<file path="src/rtl/bt_cmd_pkg.sv">
// Shared definitions for the Bluetooth command link, used by both the
// controller-side transmitter and the vehicle-side decoder.
package bt_cmd_pkg;

    localparam logic [1:0] CMD_DIR_LEFT  = 2'b01;
    localparam logic [1:0] CMD_DIR_RIGHT = 2'b10;
    localparam logic [1:0] CMD_THR_FWD   = 2'b01;
    localparam logic [1:0] CMD_THR_REV   = 2'b10;

    localparam int CMD_LASER_BIT = 4;
    localparam int CMD_THR_LSB   = 2;
    localparam int CMD_DIR_LSB   = 0;

    localparam int DEFAULT_BAUD = 9600;

    typedef enum logic [1:0] {
        IDLE  = 2'd0,
        START = 2'd1,
        DATA  = 2'd2,
        STOP  = 2'd3
    } tx_state_t;

    // Opposing buttons pressed together cancel out to 00.
    function automatic logic [7:0] encode_cmd(input logic left, input logic right,
                                              input logic fwd, input logic rev,
                                              input logic laser);
        logic [7:0] c;
        c = '0;
        if (left && !right)
            c[CMD_DIR_LSB +: 2] = CMD_DIR_LEFT;
        else if (right && !left)
            c[CMD_DIR_LSB +: 2] = CMD_DIR_RIGHT;
        if (fwd && !rev)
            c[CMD_THR_LSB +: 2] = CMD_THR_FWD;
        else if (rev && !fwd)
            c[CMD_THR_LSB +: 2] = CMD_THR_REV;
        c[CMD_LASER_BIT] = laser;
        return c;
    endfunction

endpackage

</file>
<file path="src/rtl/uart_tx_8n1.sv">
// 8N1 serial transmitter, LSB first. A frame is accepted only in IDLE and
// lasts exactly 10*DIV cycles; the baud counter reloads on every bit boundary.
module uart_tx_8n1
    import bt_cmd_pkg::*;
#(
    parameter int DIV = 10416
) (
    input  logic       clk,
    input  logic       rst,
    input  logic       start,
    input  logic [7:0] data,
    output logic       txd,
    output logic       busy
);

    localparam int CNT_W = (DIV > 1) ? $clog2(DIV) : 1;
    localparam logic [CNT_W-1:0] BAUD_LAST = CNT_W'(DIV - 1);

    tx_state_t        state_reg, state_next;
    logic [CNT_W-1:0] baud_reg, baud_next;
    logic [2:0]       bit_reg, bit_next;
    logic [7:0]       shift_reg, shift_next;
    logic             txd_reg, txd_next;
    logic             busy_reg, busy_next;
    logic             baud_end;

    assign baud_end = (baud_reg == BAUD_LAST);
    assign txd      = txd_reg;
    assign busy     = busy_reg;

    always_ff @(posedge clk) begin
        if (rst) begin
            state_reg <= IDLE;
            baud_reg  <= '0;
            bit_reg   <= '0;
            shift_reg <= '0;
            txd_reg   <= 1'b1;
            busy_reg  <= 1'b0;
        end else begin
            state_reg <= state_next;
            baud_reg  <= baud_next;
            bit_reg   <= bit_next;
            shift_reg <= shift_next;
            txd_reg   <= txd_next;
            busy_reg  <= busy_next;
        end
    end

    always_comb begin
        state_next = state_reg;
        baud_next  = baud_reg;
        bit_next   = bit_reg;
        shift_next = shift_reg;
        txd_next   = txd_reg;
        busy_next  = busy_reg;
        case (state_reg)
            IDLE: begin
                if (start) begin
                    state_next = START;
                    baud_next  = '0;
                    shift_next = data;
                    txd_next   = 1'b0;
                    busy_next  = 1'b1;
                end
            end
            START: begin
                if (baud_end) begin
                    state_next = DATA;
                    baud_next  = '0;
                    bit_next   = '0;
                    txd_next   = shift_reg[0];
                    shift_next = {1'b0, shift_reg[7:1]};
                end else begin
                    baud_next = baud_reg + 1'b1;
                end
            end
            DATA: begin
                if (baud_end) begin
                    baud_next = '0;
                    if (bit_reg == 3'd7) begin
                        state_next = STOP;
                        txd_next   = 1'b1;
                    end else begin
                        bit_next   = bit_reg + 1'b1;
                        txd_next   = shift_reg[0];
                        shift_next = {1'b0, shift_reg[7:1]};
                    end
                end else begin
                    baud_next = baud_reg + 1'b1;
                end
            end
            STOP: begin
                if (baud_end) begin
                    state_next = IDLE;
                    baud_next  = '0;
                    busy_next  = 1'b0;
                end else begin
                    baud_next = baud_reg + 1'b1;
                end
            end
            default: state_next = IDLE;
        endcase
    end

endmodule

</file>
<file path="src/rtl/bt_cmd_tx.sv">
// Controller-side command transmitter: synchronises the buttons and link
// status, encodes the command byte and decides when a frame must be sent.
module bt_cmd_tx
    import bt_cmd_pkg::*;
#(
    parameter int CLK_HZ        = 100_000_000,
    parameter int BAUD          = DEFAULT_BAUD,
    parameter int KEEPALIVE_CYC = 10_000_000
) (
    input  logic       clk,
    input  logic       rst,
    input  logic       btn_left,
    input  logic       btn_right,
    input  logic       btn_fwd,
    input  logic       btn_rev,
    input  logic       btn_laser,
    input  logic       link_up,
    output logic       txd,
    output logic       busy,
    output logic [7:0] cmd
);

    localparam int DIV  = CLK_HZ / BAUD;
    localparam int KA_W = (KEEPALIVE_CYC > 2) ? $clog2(KEEPALIVE_CYC) : 1;
    localparam logic [KA_W-1:0] KA_LAST = KA_W'(KEEPALIVE_CYC - 1);

    logic [5:0] raw_in, sync_s;
    assign raw_in = {link_up, btn_laser, btn_rev, btn_fwd, btn_right, btn_left};

    genvar gi;
    generate
        for (gi = 0; gi < 6; gi++) begin : g_sync
            logic s1_reg, s2_reg;
            always_ff @(posedge clk) begin
                if (rst) begin
                    s1_reg <= 1'b0;
                    s2_reg <= 1'b0;
                end else begin
                    s1_reg <= raw_in[gi];
                    s2_reg <= s1_reg;
                end
            end
            assign sync_s[gi] = s2_reg;
        end
    endgenerate

    logic            link_s, link_prev_reg;
    logic [7:0]      enc, cmd_reg, cmd_prev_reg;
    logic            pending_reg, pending_next, pend_set;
    logic [KA_W-1:0] ka_reg, ka_next;
    logic            start, tx_busy;

    assign link_s = sync_s[5];
    assign enc    = encode_cmd(sync_s[0], sync_s[1], sync_s[2], sync_s[3], sync_s[4]);
    assign start  = pending_reg & link_s & ~tx_busy;

    // Expiry fires as the counter steps onto its last value, so that the
    // following start lands exactly KEEPALIVE_CYC cycles after the previous one.
    always_comb begin
        ka_next = ka_reg;
        if (start || !link_s)
            ka_next = '0;
        else if (ka_reg == KA_LAST)
            ka_next = '0;
        else
            ka_next = ka_reg + 1'b1;
    end

    always_comb begin
        pend_set = (cmd_reg != cmd_prev_reg) | (link_s & ~link_prev_reg)
                 | (link_s & (ka_next == KA_LAST));
        // A new request arriving on the start edge survives for a follow-up frame.
        pending_next = pend_set | (pending_reg & ~start);
    end

    always_ff @(posedge clk) begin
        if (rst) begin
            link_prev_reg <= 1'b0;
            cmd_reg       <= '0;
            cmd_prev_reg  <= '0;
            pending_reg   <= 1'b0;
            ka_reg        <= '0;
        end else begin
            link_prev_reg <= link_s;
            cmd_reg       <= enc;
            cmd_prev_reg  <= cmd_reg;
            pending_reg   <= pending_next;
            ka_reg        <= ka_next;
        end
    end

    uart_tx_8n1 #(.DIV(DIV)) u_tx (
        .clk   (clk),
        .rst   (rst),
        .start (start),
        .data  (cmd_reg),
        .txd   (txd),
        .busy  (tx_busy)
    );

    assign busy = tx_busy;
    assign cmd  = cmd_reg;

endmodule

</file>
<file path="config.mk">
export PLATFORM = sky130hd
export DESIGN_NAME = bt_cmd_tx
export DESIGN_NICKNAME = d
export VERILOG_FILES = /design/src/rtl/bt_cmd_pkg.sv /design/src/rtl/uart_tx_8n1.sv /design/src/rtl/bt_cmd_tx.sv
export SDC_FILE = /design/constraint.sdc
export NUM_CORES = 1
export LEC_CHECK = 0
export ABC_AREA = 1
export BUFFER_PORTS_ARGS = -buffer_cell sky130_fd_sc_hd__clkbuf_2
export CORE_ASPECT_RATIO = 1.25
export CORE_MARGIN = 8
export CORE_UTILIZATION = 35
export DETAILED_ROUTE_END_ITERATION = 7
export GPL_TIMING_DRIVEN = 0
export PLACE_DENSITY = 0.51
export SYNTH_ARGS = -nofsm -noshare
export SYNTH_HDL_FRONTEND = slang
export SYNTH_SLANG_ARGS = --single-unit
</file>
<file path="constraint.sdc">
create_clock -name clk -period 1.9 [get_ports clk]
set_clock_uncertainty 0.05 [all_clocks]
set_input_delay 0.38 -clock clk [delete_from_list [all_inputs] [get_ports clk]]
set_output_delay 0.38 -clock clk [all_outputs]
set_load 0.05 [all_outputs]
</file>
---- Yosys cells after proc, flatten, opt, wreduce, memory -nomap -nowiden ----
Index checks and enable logic that the tools add are counted.
operators by class
  $add $sub $neg .......................... 3
  equal/unequal tests ..................... 14
  mux-type cells .......................... 32
  bitwise operators ....................... 11
  reduce and logical (&&, ||, !) cells .... 22
operators by type and width
  cell                                                                     number
  24-bit equality test, second input constant                              2
  24-bit two-way mux                                                       2
  8-bit two-way mux                                                        4
  14-bit two-way mux                                                       2
  14-bit one-hot mux with 2 select lines                                   1
  24-bit by 1-bit adder with 24-bit output, second input constant          1
  8-bit one-hot mux with 3 select lines                                    1
  14-bit by 1-bit adder with 14-bit output, second input constant          1
  14-bit equality test, second input constant                              1
  2-bit two-way mux                                                        7
  5-bit AND reduction                                                      2
  3-bit two-way mux                                                        3
  1-bit two-way mux                                                        8
  2-bit by 1-bit inequality test with 1-bit output, second input constant  4
  8-bit inequality test                                                    1
  2-bit one-hot mux with 4 select lines                                    1
  4-bit AND reduction                                                      2
  3-bit one-hot mux with 2 select lines                                    1
  1-bit bitwise AND                                                        5
  1-bit logical NOT                                                        5
  2-bit equality test, second input constant                               2
  1-bit logical AND                                                        4
  2-bit inequality test, second input constant                             2
  2-bit nonzero test                                                       2
  13 further kinds                                                         18
storage, ports and cells
  register bits after elaboration ......... 83
  logic and storage cells ................. 108

---- Logic depth before layout (Yosys ltp) ----
Gate-level depths: netlist of the first run.
  depth after elaboration ................. 8
  mapped depth ............................ 14
  depth with buffers taken out ............ 14

---- Modules after synthesis ----
From an unflattened synthesis of the first run, not the netlist that was laid out.
second synthesis, totals
  cells, all modules ...................... 593
  area, all modules ....................... 3971.3 um^2
modules (own cells, without submodules)
  module       times used  cells an instance  area an instance (um^2)  sequential area each (um^2)
  bt_cmd_tx    1           340                2284.7                   960.9
  uart_tx_8n1  1           253                1686.6                   580.6

---- Least setup slack after synthesis of the first run ----
OpenSTA, ideal clock, no wires.
  kind .................................... register -> register
  from .................................... reg u_tx.busy_reg, in the netlist u_tx.busy
  to ...................................... reg u_tx.baud_reg[11]
  library setup time ...................... 0.134 ns
  data arrival time ....................... 1.523 ns
  slack ................................... 0.194 ns
  stages on the path, launching flop included .. 9
  clock period less this slack ............ 1.706 ns
  cells stage by stage .................... dfxtp_1 -> nor3_2 -> nor2_1 -> buf_4 -> nor3_2 -> nand2_1 -> nor2_2 -> a31oi_1 -> nor3_1
between the ends
  longest elaborated chain between the ends .. 3
RTL lines
  what                                    RTL line           RTL
  from (decl)                             uart_tx_8n1.sv:24  logic busy_reg, busy_next;
  from (signal assigned)                  uart_tx_8n1.sv:45  busy_reg <= busy_next;
  1-bit NOT                               bt_cmd_tx.sv:55    assign start = pending_reg & link_s & ~tx_busy;
  1-bit bitwise AND                       bt_cmd_tx.sv:55
  2-bit inequality test (no source line)  n/a
  to (signal assigned)                    uart_tx_8n1.sv:41  baud_reg <= baud_next;
  to (decl)                               uart_tx_8n1.sv:20  logic [CNT_W-1:0] baud_reg, baud_next;
No other way between the ends.
A chain may end at the register's enable or synchronous reset.

---- Final worst setup path of the first run ----
  from .................................... reg ka_reg[0]
  to ...................................... reg pending_reg
between the ends
  longest elaborated chain between the ends .. 7
RTL lines
  what                                                                                     RTL line                          RTL
  from (decl)                                                                              bt_cmd_tx.sv:50                   logic [KA_W-1:0] ka_reg, ka_next;
  from (signal assigned)                                                                   bt_cmd_tx.sv:88                   ka_reg <= ka_next;
  24-bit by 1-bit adder with 24-bit output / 24-bit equality test (equally long branches)  bt_cmd_tx.sv:66, bt_cmd_tx.sv:63
  24-bit two-way mux *                                                                     bt_cmd_tx.sv:63                   else if (ka_reg == KA_LAST)
  24-bit two-way mux *                                                                     bt_cmd_tx.sv:61                   if (start || !link_s)
  24-bit equality test *                                                                   bt_cmd_tx.sv:71                   | (link_s & (ka_next == KA_LAST));
  1-bit bitwise AND *                                                                      bt_cmd_tx.sv:71
  1-bit OR *                                                                               bt_cmd_tx.sv:71
  1-bit OR *                                                                               bt_cmd_tx.sv:73                   pending_next = pend_set | (pending_reg & ~start);
  to (signal assigned)                                                                     bt_cmd_tx.sv:87                   pending_reg <= pending_next;
  to (decl)                                                                                bt_cmd_tx.sv:49                   logic pending_reg, pending_next, pend_set;
Every way passes the cells marked *; elsewhere a longest branch is shown, timed or not.

==> metrics.md, run 1 <==
| Metric | Value |
|---|---|
| Wire length of the first global-routing pass | 13.9 mm |
| Post-synth EDFFs | 0 |
| Worst hold path stage count | 3 |
| Seq/Total Area, Yosys | approximately two fifths |
| Layout cell share with drive strength beyond 1 | 19.4% |
| Number of port buffers | 13 |
| DRT antenna net count | 0 |
| Areal power density over the cells | 959 mW/mm² |
| Largest area contributor in the synthesized netlist | sky130_fd_sc_hd__dfxtp_1 |
| Detailed-routing iteration count for the pre-antenna-repair pass | 4 |
| Total routing resource utilization after global routing | 12.5% |
| Setup violations, final | 0 |
| Minimum setup slack among reg-to-reg paths | 80 ps |
| Largest register FFs | 24 |
| Reported leakage power | ~1.7 nW |
| YS warnings | 0 |
| CP arrival | between 2000 and 2500 ps |
| Starting utilization of the core area | 35.7% |
| Area share of the leading cell type in the synthesized netlist | 41.3% |
| Clock sink count | 74 |
| Area of all placed cells without fillers | ~0.0044 mm² |
| Worst Hold End | g_sync[3].s1_reg |
| Number of nets in the layout | 570 |
| Max-cap viol count | 0 |
| Synth Cell Area | approximately 0.0036 mm² |
| Setup TNS after final layout | 0 ps |
| Detailed Route Iter0 Violations | between 150 and 200 |
| Half-perimeter wire length after placement | slightly below 6 mm |
| Post-synthesis average cell area | slightly below 7 µm² |
| Die Outline Area | approximately 0.014 mm² |
| Average routed wire per standard cell | 11.6 µm |
| Height of the die | 129 µm |
| Number of cell instances on the worst register-to-register path | 11 |
| Predominant post-synthesis flop cell | sky130_fd_sc_hd__dfxtp_1 |
| Count of filler cells inserted in the layout | 1087 |
| Global placement routability congestion | around 0.84 |
| Overflow left after global routing | 0 |
| Post-route minimum period | 1820 ps |
| Top-level I/O count | 18 |
| Critical Setup Path Class | register to register |
| Yosys cell types | 35 |
| Instance area at placement | ~0.0038 mm² |
| Vias per cell | approximately 4.7 |
| Insertion delay to the later sink of the worst-skew pair | 340 ps |
| RSZ-0062 raised after global routing | true |
| Initial antenna violation count | 0 |
| Top cells by instance count after synthesis | sky130_fd_sc_hd__nand2_1, sky130_fd_sc_hd__nor2_1, sky130_fd_sc_hd__dfxtp_1, sky130_fd_sc_hd__inv_1, sky130_fd_sc_hd__nand3_1 |
| Overall power of the completed layout | roughly 4.2 mW |
| Kind of end point of the critical path | register |
| Crit Reg-Reg Endpoint | pending_reg |
| DRC viols | 0 |
| Required time at the worst-slack endpoint | approximately 2100 ps |
| Post-synthesis to final-layout area growth | 21.6% |
| Clock-pin slew on the worst setup and hold paths | about 70 ps |
| Startpoint of the lowest-slack register-to-register path | ka_reg[0] |
| Status | finished clean |
| Asr flop ratio synth | 0% |
| Vias in the first global route | a little over 3000 |
| Critical path startpoint category | register |
| WL final | between 7 and 8 mm |
| Core area | between 0.01 and 0.015 mm² |
| X dimension of the die | roughly 110 µm |
| CTS tree | built |
| Yosys reg bits | between 70 and 80 |
| Row count | roughly 40 |
| Synthesized instance count | 520 |
| Peak clock frequency supported by timing | 0.549 GHz |
| Pin count of the biggest net entering global routing | 16 |
| Most common cell in the synthesized netlist | sky130_fd_sc_hd__nand2_1 |
| Root buffer selected by CTS | sky130_fd_sc_hd__clkbuf_16 |
| Hold Fails Final Rpt | 0 |
| Number of CTS-inserted buffers | 9 |
| Largest vdd supply drop | 0.000654 V |
| Final worst-path cycle share | between 90 and 100% |
| Maximum clock path buffer count | 2 |
| Max transition margin | 66.1% |
| Via count | about 3200 |
| Leading cell types by total area after synthesis | sky130_fd_sc_hd__dfxtp_1, sky130_fd_sc_hd__nand2_1, sky130_fd_sc_hd__nor2_1, sky130_fd_sc_hd__inv_1, sky130_fd_sc_hd__nand3_1 |
| HP Start | btn_rev |
| Maximum fanout along the worst path | 5 |
| Tightest Pin Transition | 509 ps |
| CTS HTree Levels | 3 |
| Final Max Tran Viols | 0 |
| Diodes inserted | 0 |
| Worst min path class | input pin to register |
critical path, stage by stage, from the launching register on:
cell,delay (ps)
sky130_fd_sc_hd__dfxtp_4,370
sky130_fd_sc_hd__ha_4,160
sky130_fd_sc_hd__nand2_2,70
sky130_fd_sc_hd__nor2_4,140
sky130_fd_sc_hd__nand2_4,80
sky130_fd_sc_hd__nor2_4,180
sky130_fd_sc_hd__a21oi_1,90
sky130_fd_sc_hd__nor2_1,150
sky130_fd_sc_hd__nand3_1,80
sky130_fd_sc_hd__nor2_1,130
sky130_fd_sc_hd__nand3_2,120
sky130_fd_sc_hd__a21oi_2,140
area by class of cell:
type | count | area (µm²) | share of cell area [%]
Sequential cell | 74 | 1510 | 34.6
Buffer | 11 | 62.6 | 1.43
Timing Repair Buffer | 20 | 118 | 2.70
Multi-Input combinational cell | 360 | 1910 | 43.8
Clock inverter | 7 | 83.8 | 1.92
Clock buffer | 9 | 225 | 5.16
Inverter | 77 | 289 | 6.62
Tap cell | 129 | 161 | 3.70
cell families (layout without fill, tap and decap cells):
logic type,after synthesis,count (layout),share of synthesized area [%]
AO/OA/AOI/OAI,51,51,7.81
XOR/XNOR,7,7,1.71
adder cells (fa/ha/maj),9,9,3.14
buffers and inverters,88,124,9.69
flip-flops,74,74,41.3
other,1,3,0.105
AND/OR/NAND/NOR,290,290,36.3
power by group:
| group | switching, mW | total [mW] | internal (mW) |
|---|---|---|---|
| Combinational | 0.513 | 0.733 | 0.220 |
| Sequential | 0.0595 | 1.69 | 1.63 |
| Clock | 0.723 | 1.77 | 1.04 |
| Total | 1.30 | 4.18 | 2.89 |
timing repair:
item | 4_1_cts | 5_1_grt
setup buffers | 2 | 5
cloned | 0 | 0
setup endpoints to repair | 8 | 38
gates resized for setup | 11 | 42
pin swaps | 3 | 14
hold buffers | 0 | 0
cells in the final DEF (no fill, tap or decap), drive strengths merged:
cell / count
clkinv: 1
ha: 9
conb: 3
nand2: 121
clkbuf: 27
bufinv: 1
clkinvlp: 1
buf: 13
o22ai: 2
xnor2: 2
nor3: 18
a211oi: 3
xor2: 5
inv: 81
o21ai: 15
a21oi: 27
or2: 2
nor3b: 1
and3: 1
nand4: 10
and2: 1
nor4: 3
nand3: 32
dfxtp: 74
a31oi: 2
o21bai: 2
nor2: 101
stage by stage:
| stage | hold slack (ps) | setup WS, ps | instances | utilization [%] |
|---|---|---|---|---|
| floorplan | 338 | 194 | 522 | - |
| global placement | 341 | -75.6 | 664 | 38.0 |
| detailed placement | 346 | -85.2 | 664 | 38.0 |
| CTS | 164 | -6.73 | 682 | 41.7 |
| global route | 167 | -35.0 | 687 | 43.4 |
| finish | 176 | 79.1 | 687 | 43.4 |
worst max path at each step:
stage               startpoint                 to  slack [ps]
floorplan            u_tx.busy  u_tx.baud_reg[11]         190
global route         ka_reg[0]        pending_reg         -40
global placement     ka_reg[0]        pending_reg         -80
detailed placement   ka_reg[0]        pending_reg         -90
CTS                 ka_reg[10]        pending_reg          -7
finish               ka_reg[0]        pending_reg          80
routing by layer:
layer | part of all wire (%) | GRT usage (%)
met1 | 44 | 13.8
met2 | 51 | 22.1
met3 | 2.9 | 2.98
met4 | 2.1 | 5.73
met5 | 0 | 0
No activity file was read; power rests on OpenSTA's default activity.
==> inputs of run 2 (changes only) <==
==> constraint.sdc (replaced) <==
create_clock -name clk -period 1.9 [get_ports clk]
set_clock_uncertainty 0.05 [all_clocks]
set_input_delay 0.19 -clock clk [delete_from_list [all_inputs] [get_ports clk]]
set_output_delay 0.19 -clock clk [all_outputs]
set_load 0.05 [all_outputs]
==> metrics.md, run 2 (synthesized netlist as in run 1, its figures left out) <==
| Metric | Value |
|---|---|
| Core area | 0.0101 mm² (unchanged) |
| DRC viols | 0 (unchanged) |
| Layout cell share with drive strength beyond 1 | 19.1% (-0.21 points) |
| Setup TNS after final layout | 0 ps (unchanged) |
| Instance area at placement | 0.00382 mm² (unchanged) |
| Cells along the critical path | ha_4 > nand2_2 > nor2_4 > nand2_4 > nor2_4 > a21oi_1 > nor2_1 > nand3_1 > nor2_1 > nand3_2 > a21oi_2 |
| Vias in the first global route | 3085 (+0.23%) |
| Stages on worst setup path | 11 (unchanged) |
| Global placement routability congestion | 0.841 (unchanged) |
| Diodes inserted | 0 (unchanged) |
| Minimum setup slack among reg-to-reg paths | 80 ps (about the same) |
| Average routed wire per standard cell | 11.6 µm (-0.49%) |
| Critical path startpoint category | register |
| Largest vdd supply drop | 0.000654 V (about the same) |
| Number of buffers and inverters on the critical path | 0 (unchanged) |
| Final worst hold slack | 173 ps (-2.28 ps) |
| Number of cell instances on the worst register-to-register path | 11 (unchanged) |
| Worst-path cell with the longest stage delay | sky130_fd_sc_hd__dfxtp_4 |
| CP max stage delay | 370 ps (about the same) |
| Post-route minimum period | 1820 ps (+0.739 ps) |
| Post-synthesis to final-layout area growth | 23.3% |
| Overall power of the completed layout | 4.19 mW (+0.23%) |
| Count of placed standard cells including taps | 664 (unchanged) |
| Row count | 41 (unchanged) |
| Total routing resource utilization after global routing | 12.5% (+0.031 points) |
| Most common cell after layout, fill and taps aside | sky130_fd_sc_hd__nand2_1 |
| Wire length of the first global-routing pass | 13.9 mm (+0.29%) |
| Worst min path class | input pin to register |
| Number of CTS-inserted buffers | 9 (unchanged) |
| Reported leakage power | 1.74 nW (+1.5%) |
| Detailed-routing iteration count for the pre-antenna-repair pass | 4 (unchanged) |
| Final worst-path cycle share | 95.9% (about the same) |
| Top-level I/O count | 18 (unchanged) |
| Initial antenna violation count | 0 (unchanged) |
| Setup violations, final | 0 (unchanged) |
| Required time at the worst-slack endpoint | 2120 ps (about the same) |
| Status | finished clean |
| Overflow left after global routing | 0 (unchanged) |
| Final Max Tran Viols | 0 (unchanged) |
| Non-Filler Instances | 693 (+0.87%) |
| Vias per cell | 4.65 (-0.34%) |
| Peak clock frequency supported by timing | 0.549 GHz (about the same) |
| Pin count of the biggest net entering global routing | 16 (unchanged) |
| Clock-pin slew on the worst setup and hold paths | 60 ps (about the same) |
| Die Outline Area | 0.0138 mm² (unchanged) |
| CTS tree | built |
| Maximum fanout along the worst path | 5 (unchanged) |
| Via count | 3223 (+0.53%) |
| Dpl ws | -85.2 ps (unchanged) |
| Half-perimeter wire length after placement | 5.95 mm (unchanged) |
| Critical Setup Path Class | register to register |
| Detailed Route Iter0 Violations | 169 (+7.6%) |
| CP arrival | 2040 ps (about the same) |
| Source of the critical timing path | ka_reg[0] |
| RSZ-0062 raised after global routing | true |
| Final worst setup slack | 78.3 ps (-0.739 ps) |
| Starting utilization of the core area | 35.7% (unchanged) |
| Startpoint of the lowest-slack register-to-register path | ka_reg[0] |
| CP endpoint | pending_reg |
| Largest delay contributor family on the critical path | simple AND/OR/NAND/NOR gates |
| Max transition margin | 65.8% (-0.27 points) |
| Height of the die | 129 µm (unchanged) |
| Area of all placed cells without fillers | 0.00442 mm² (+1.4%) |
| Leading cell types in the layout, fill and taps excluded | sky130_fd_sc_hd__nand2_1, sky130_fd_sc_hd__nor2_1, sky130_fd_sc_hd__inv_1 |
| Hold Fails Final Rpt | 0 (unchanged) |
| Number of nets in the layout | 576 (+1.1%) |
| Max-cap viol count | 0 (unchanged) |
| Largest register FFs | 24 (unchanged) |
| WL final | 8.01 mm (+0.38%) |
| Number of port buffers | 13 (unchanged) |
| Kind of end point of the critical path | register |
| Root buffer selected by CTS | sky130_fd_sc_hd__clkbuf_16 |
| Tightest Pin Transition | 513 ps (+3.98 ps) |
| DRT antenna net count | 0 (unchanged) |
| Areal power density over the cells | 948 mW/mm² (-1.1%) |
| Maximum clock path buffer count | 2 (unchanged) |
| CTS HTree Levels | 3 (unchanged) |
| X dimension of the die | 107 µm (unchanged) |
| Clock sink count | 74 (unchanged) |
| Insertion delay to the later sink of the worst-skew pair | 340 ps (about the same) |
| Utilization of the core after routing | 44.0% (+0.60 points) |
| Crit Reg-Reg Endpoint | pending_reg |
run 2: cell count changes in the layout (fill, tap and decap cells not counted), sizes merged:
cell and change:
dlygate4sd3 +6
run 2: final cells by class:
type                    instances  area [µm²]
inverters                      77         289
fillers                      1077        5630
well taps                     129         161
flip-flops and latches         74        1510
clock buffers                   9         225
clock inverters                 7        83.8
repair buffers                 26         178
plain buffers                  11        62.6
multi-input cells             360        1910
run 2: worst min-delay path by stage:
| stage | slack [ps] | from | end | cells after the start |
|---|---|---|---|---|
| 2_1_floorplan | 250 | btn_left | g_sync[0].s1_reg | 2 |
| 3_3_place_gp | 330 | link_up | g_sync[5].s1_reg | 3 |
| 3_5_place_dp | 340 | btn_left | g_sync[0].s1_reg | 3 |
| 4_1_cts | 170 | rst | u_tx.bit_reg[0] | 2 |
| 5_1_grt | 190 | rst | u_tx.bit_reg[0] | 2 |
| 6_report | 170 | rst | u_tx.bit_reg[0] | 2 |
run 2: power breakdown:
| group | switching (mW) | internal (mW) |
|---|---|---|
| clock network | 0.723 | 1.04 |
| logic | 0.515 | 0.228 |
| registers | 0.0595 | 1.63 |
| total | 1.30 | 2.90 |
run 2: routing by layer:
layer,wire (µm),up-vias,GRT usage (%),share of wire [%]
met5,0,-,0,0
met3,229,14,2.98,2.9
met2,4050,34,22.2,51
li1,-,1710,-,-
met4,165,0,5.73,2.1
met1,3560,1465,13.9,44
run 2: what timing repair did:
action / CTS / global route
setup buffers: 2 / 5
hold endpoints to repair: 6 / 0
hold buffers: 6 / 0
gates resized for setup: 11 / 42
pin swaps: 3 / 14
endpoints found under the setup margin: 8 / 38
==> inputs of run 3 (changes only) <==
--- a/config.mk
+++ b/config.mk
@@ -15,4 +15,5 @@
 export PLACE_DENSITY = 0.51
 export SYNTH_ARGS = -nofsm -noshare
 export SYNTH_HDL_FRONTEND = slang
+export SYNTH_HIERARCHICAL = 1
 export SYNTH_SLANG_ARGS = --single-unit
==> metrics.md, run 3 <==
| Metric | Value |
|---|---|
| Areal power density over the cells | 1070 mW/mm² (+13%) |
| Detailed Route Iter0 Violations | 126 (-25%) |
| Post-synthesis share of cell area spent on and, or, nand and nor gates | 39.8% (+3.5 points) |
| RSZ-0062 raised after global routing | true |
| Number of CTS-inserted buffers | 9 (unchanged) |
| Die Outline Area | 0.0150 mm² (+9.2%) |
| Maximum fanout along the worst path | 5 (unchanged) |
| Leading cell types by total area after synthesis | sky130_fd_sc_hd__dfxtp_1, sky130_fd_sc_hd__nand2_1, sky130_fd_sc_hd__nor2_1, sky130_fd_sc_hd__inv_1, sky130_fd_sc_hd__nand3_1 |
| Synth Cell Area | 0.00397 mm² (+11%) |
| Internal Power | 3.35 mW (+16%) |
| Vias per cell | 4.69 (+0.77%) |
| Seq/Total Area, Yosys | 38.8% (-2.5 points) |
| Top-level I/O count | 18 (unchanged) |
| Status | finished clean |
| Most common cell after layout, fill and taps aside | sky130_fd_sc_hd__nand2_1 |
| Post-synthesis to final-layout area growth | 20.0% |
| Required time at the worst-slack endpoint | 2120 ps (about the same) |
| Critical path startpoint category | register |
| Max-cap viol count | 0 (unchanged) |
| Top cells by instance count after synthesis | sky130_fd_sc_hd__nand2_1, sky130_fd_sc_hd__nor2_1, sky130_fd_sc_hd__inv_1 |
| Setup TNS after final layout | 0 ps (unchanged) |
| Global placement routability congestion | 0.828 (-1.6%) |
| Tightest Pin Transition | 523 ps (+10.6 ps) |
| Total routing resource utilization after global routing | 12.8% (+0.23 points) |
| Most common cell in the synthesized netlist | sky130_fd_sc_hd__nand2_1 |
| Setup violations, final | 0 (unchanged) |
| Layout cell share with drive strength beyond 1 | 16.3% (-2.8 points) |
| Height of the die | 135 µm (+4.6%) |
| Via count | 3618 (+12%) |
| Combinational family with the most area after synthesis | simple AND/OR/NAND/NOR gates |
| CTS tree | built |
| Starting utilization of the core area | 35.8% (+0.14 points) |
| Row count | 43 (+4.9%) |
| Post-synth EDFFs | 0 (unchanged) |
| Max transition margin | 65.1% (-0.70 points) |
| Synthesized-area fraction occupied by ao, oa, aoi and oai cells | 7.37% (-0.44 points) |
| Relative contribution of the clock network to total power | 36.8% (-5.3 points) |
| Vias in the first global route | 3435 (+11%) |
| Hold Fails Final Rpt | 0 (unchanged) |
| Clock sink count | 77 (+4.1%) |
| Number of port buffers | 14 (+1) |
| Insertion delay to the later sink of the worst-skew pair | 340 ps (about the same) |
| Post-Synth XOR/XNOR Area | 0.662% (-1.0 points) |
| Post-synthesis mux area share | 0% (unchanged) |
| CP arrival | 2040 ps (about the same) |
| Area share of the leading cell type in the synthesized netlist | 38.8% (-2.5 points) |
| Combinational share of power | 27.9% (+10 points) |
| Initial antenna violation count | 0 (unchanged) |
| Root buffer selected by CTS | sky130_fd_sc_hd__clkbuf_16 |
| Yosys cell types | 36 (+2.9%) |
| Final worst-path cycle share | 96.0% (+0.17 points) |
| Largest area contributor in the synthesized netlist | sky130_fd_sc_hd__dfxtp_1 |
| Reported leakage power | 1.94 nW (+12%) |
| Worst min path class | input pin to register |
| Largest vdd supply drop | 0.000530 V (-19%) |
| Wire length of the first global-routing pass | 15.9 mm (+14%) |
| Maximum clock path buffer count | 2 (unchanged) |
| Post-synthesis average cell area | 6.70 µm² (-3.0%) |
| Detailed-routing iteration count for the pre-antenna-repair pass | 4 (unchanged) |
| Yosys reg bits | 77 (+4.1%) |
| Overflow left after global routing | 0 (unchanged) |
| Final Max Tran Viols | 0 (unchanged) |
| X dimension of the die | 111 µm (+4.4%) |
| Kind of end point of the critical path | register |
| WL final | 9.18 mm (+15%) |
| Peak clock frequency supported by timing | 0.548 GHz (-0.17%) |
| Largest register FFs | 24 (unchanged) |
| Net switching power | 1.74 mW (+34%) |
| CTS HTree Levels | 3 (unchanged) |
| Number of nets in the layout | 649 (+13%) |
| DRC viols | 0 (unchanged) |
| YS warnings | 6 (+6) |
| Count of placed standard cells including taps | 747 (+13%) |
| Share of power burned in registers | 35.2% (-5.0 points) |
| Synthesized instance count | 593 (+14%) |
| Average routed wire per standard cell | 11.9 µm (+2.9%) |
| Clock-pin slew on the worst setup and hold paths | 60 ps (about the same) |
| Dpl ws | -220 ps (-135 ps) |
| Pin count of the biggest net entering global routing | 15 (-1) |
| Non-Filler Instances | 772 (+11%) |
| Core area | 0.0111 mm² (+10%) |
| DRT antenna net count | 0 (unchanged) |
| Half-perimeter wire length after placement | 6.71 mm (+13%) |
| Asr flop ratio synth | 0% (unchanged) |
| Utilization of the core after routing | 43.0% (-0.98 points) |
| Area share of fa/ha/maj cells after synthesis | 2.84% (-0.30 points) |
| Critical Setup Path Class | register to register |
| Predominant post-synthesis flop cell | sky130_fd_sc_hd__dfxtp_1 |
| Post-route minimum period | 1820 ps (+3.14 ps) |
| Switching share of power | 34.1% (+3.2 points) |
| Leading cell types in the layout, fill and taps excluded | sky130_fd_sc_hd__nand2_1, sky130_fd_sc_hd__nor2_1, sky130_fd_sc_hd__inv_1 |
| Diodes inserted | 0 (unchanged) |
| Final worst setup slack | 75.2 ps (-3.14 ps) |
run 3: power groups by stage:
stage / clock network (mW) / registers [mW] / logic, mW
floorplan: 0 / 1.88 / 0.969
CTS: 1.92 / 1.79 / 1.39
global placement: 0 / 1.83 / 1.32
global route: 1.99 / 1.81 / 1.59
detailed placement: 0 / 1.83 / 1.33
finish: 1.88 / 1.79 / 1.42
run 3: path summary, 6_finish.rpt:
check | slack [ps] | from | to | cells after the start
worst max-delay path | 80 | ka_reg[0] | pending_reg | 10
worst min-delay path | 3 | link_up | g_sync[5].s1_reg | 3
worst max register to register | 80 | ka_reg[0] | pending_reg | 10
worst min register to register | 350 | g_sync[4].s2_reg | cmd[4] | 2
run 3: repair_timing:
action / in CTS / in global routing
hold endpoints to repair: 5 / 0
pin swaps: 3 / 5
setup endpoints to repair: 26 / 34
buffers inserted: 2 / 3
gates resized for setup: 15 / 26
hold buffers: 5 / 0
run 3: cells by family (layout without fill, tap and decap cells):
logic type,count (synthesis),count (layout)
compound gates,53,53
xor+xnor,3,3
fa+ha+maj,9,9
buf+inv,101,140
flops,77,77
other cells,1,6
simple gates,349,349
run 3: worst max-delay path, stage by stage (launching register included):
cell,delay (ps)
sky130_fd_sc_hd__dfxtp_4,370
sky130_fd_sc_hd__ha_4,170
sky130_fd_sc_hd__nand2_2,90
sky130_fd_sc_hd__nor2_4,160
sky130_fd_sc_hd__nand3_2,120
sky130_fd_sc_hd__nor2_2,170
sky130_fd_sc_hd__xor2_1,240
sky130_fd_sc_hd__nor2_1,60
sky130_fd_sc_hd__nor2_1,110
sky130_fd_sc_hd__nand3_1,90
sky130_fd_sc_hd__a21oi_1,120
run 3: routing by layer:
metal	routed length, µm	GRT usage [%]	up-vias	part of all wire (%)
met5	0	0	-	0
met1	4170	14.4	1636	45
met2	4640	22.4	40	50
met3	257	3.68	9	2.8
li1	-	-	1933	-
met4	116	4.53	0	1.3
run 3: area by class of cell:
class                   count  area (µm²)
well taps                 135         169
clock buffers              10         229
fillers                  1204        6320
plain buffers              15         111
clock inverters             6        93.8
multi-input cells         420        2120
repair buffers             24         170
flip-flops and latches     77        1560
inverters                  85         319
run 3: metrics by stage:
stage / area [µm²] / hold slack, ps / power (mW)
CTS: 4670 / 1.36 / 5.10
finish: 4770 / 3.14 / 5.09
floorplan: 3990 / 218 / 2.85
global placement: 4230 / 332 / 3.15
global route: 4770 / 17.8 / 5.40
detailed placement: 4230 / 336 / 3.16
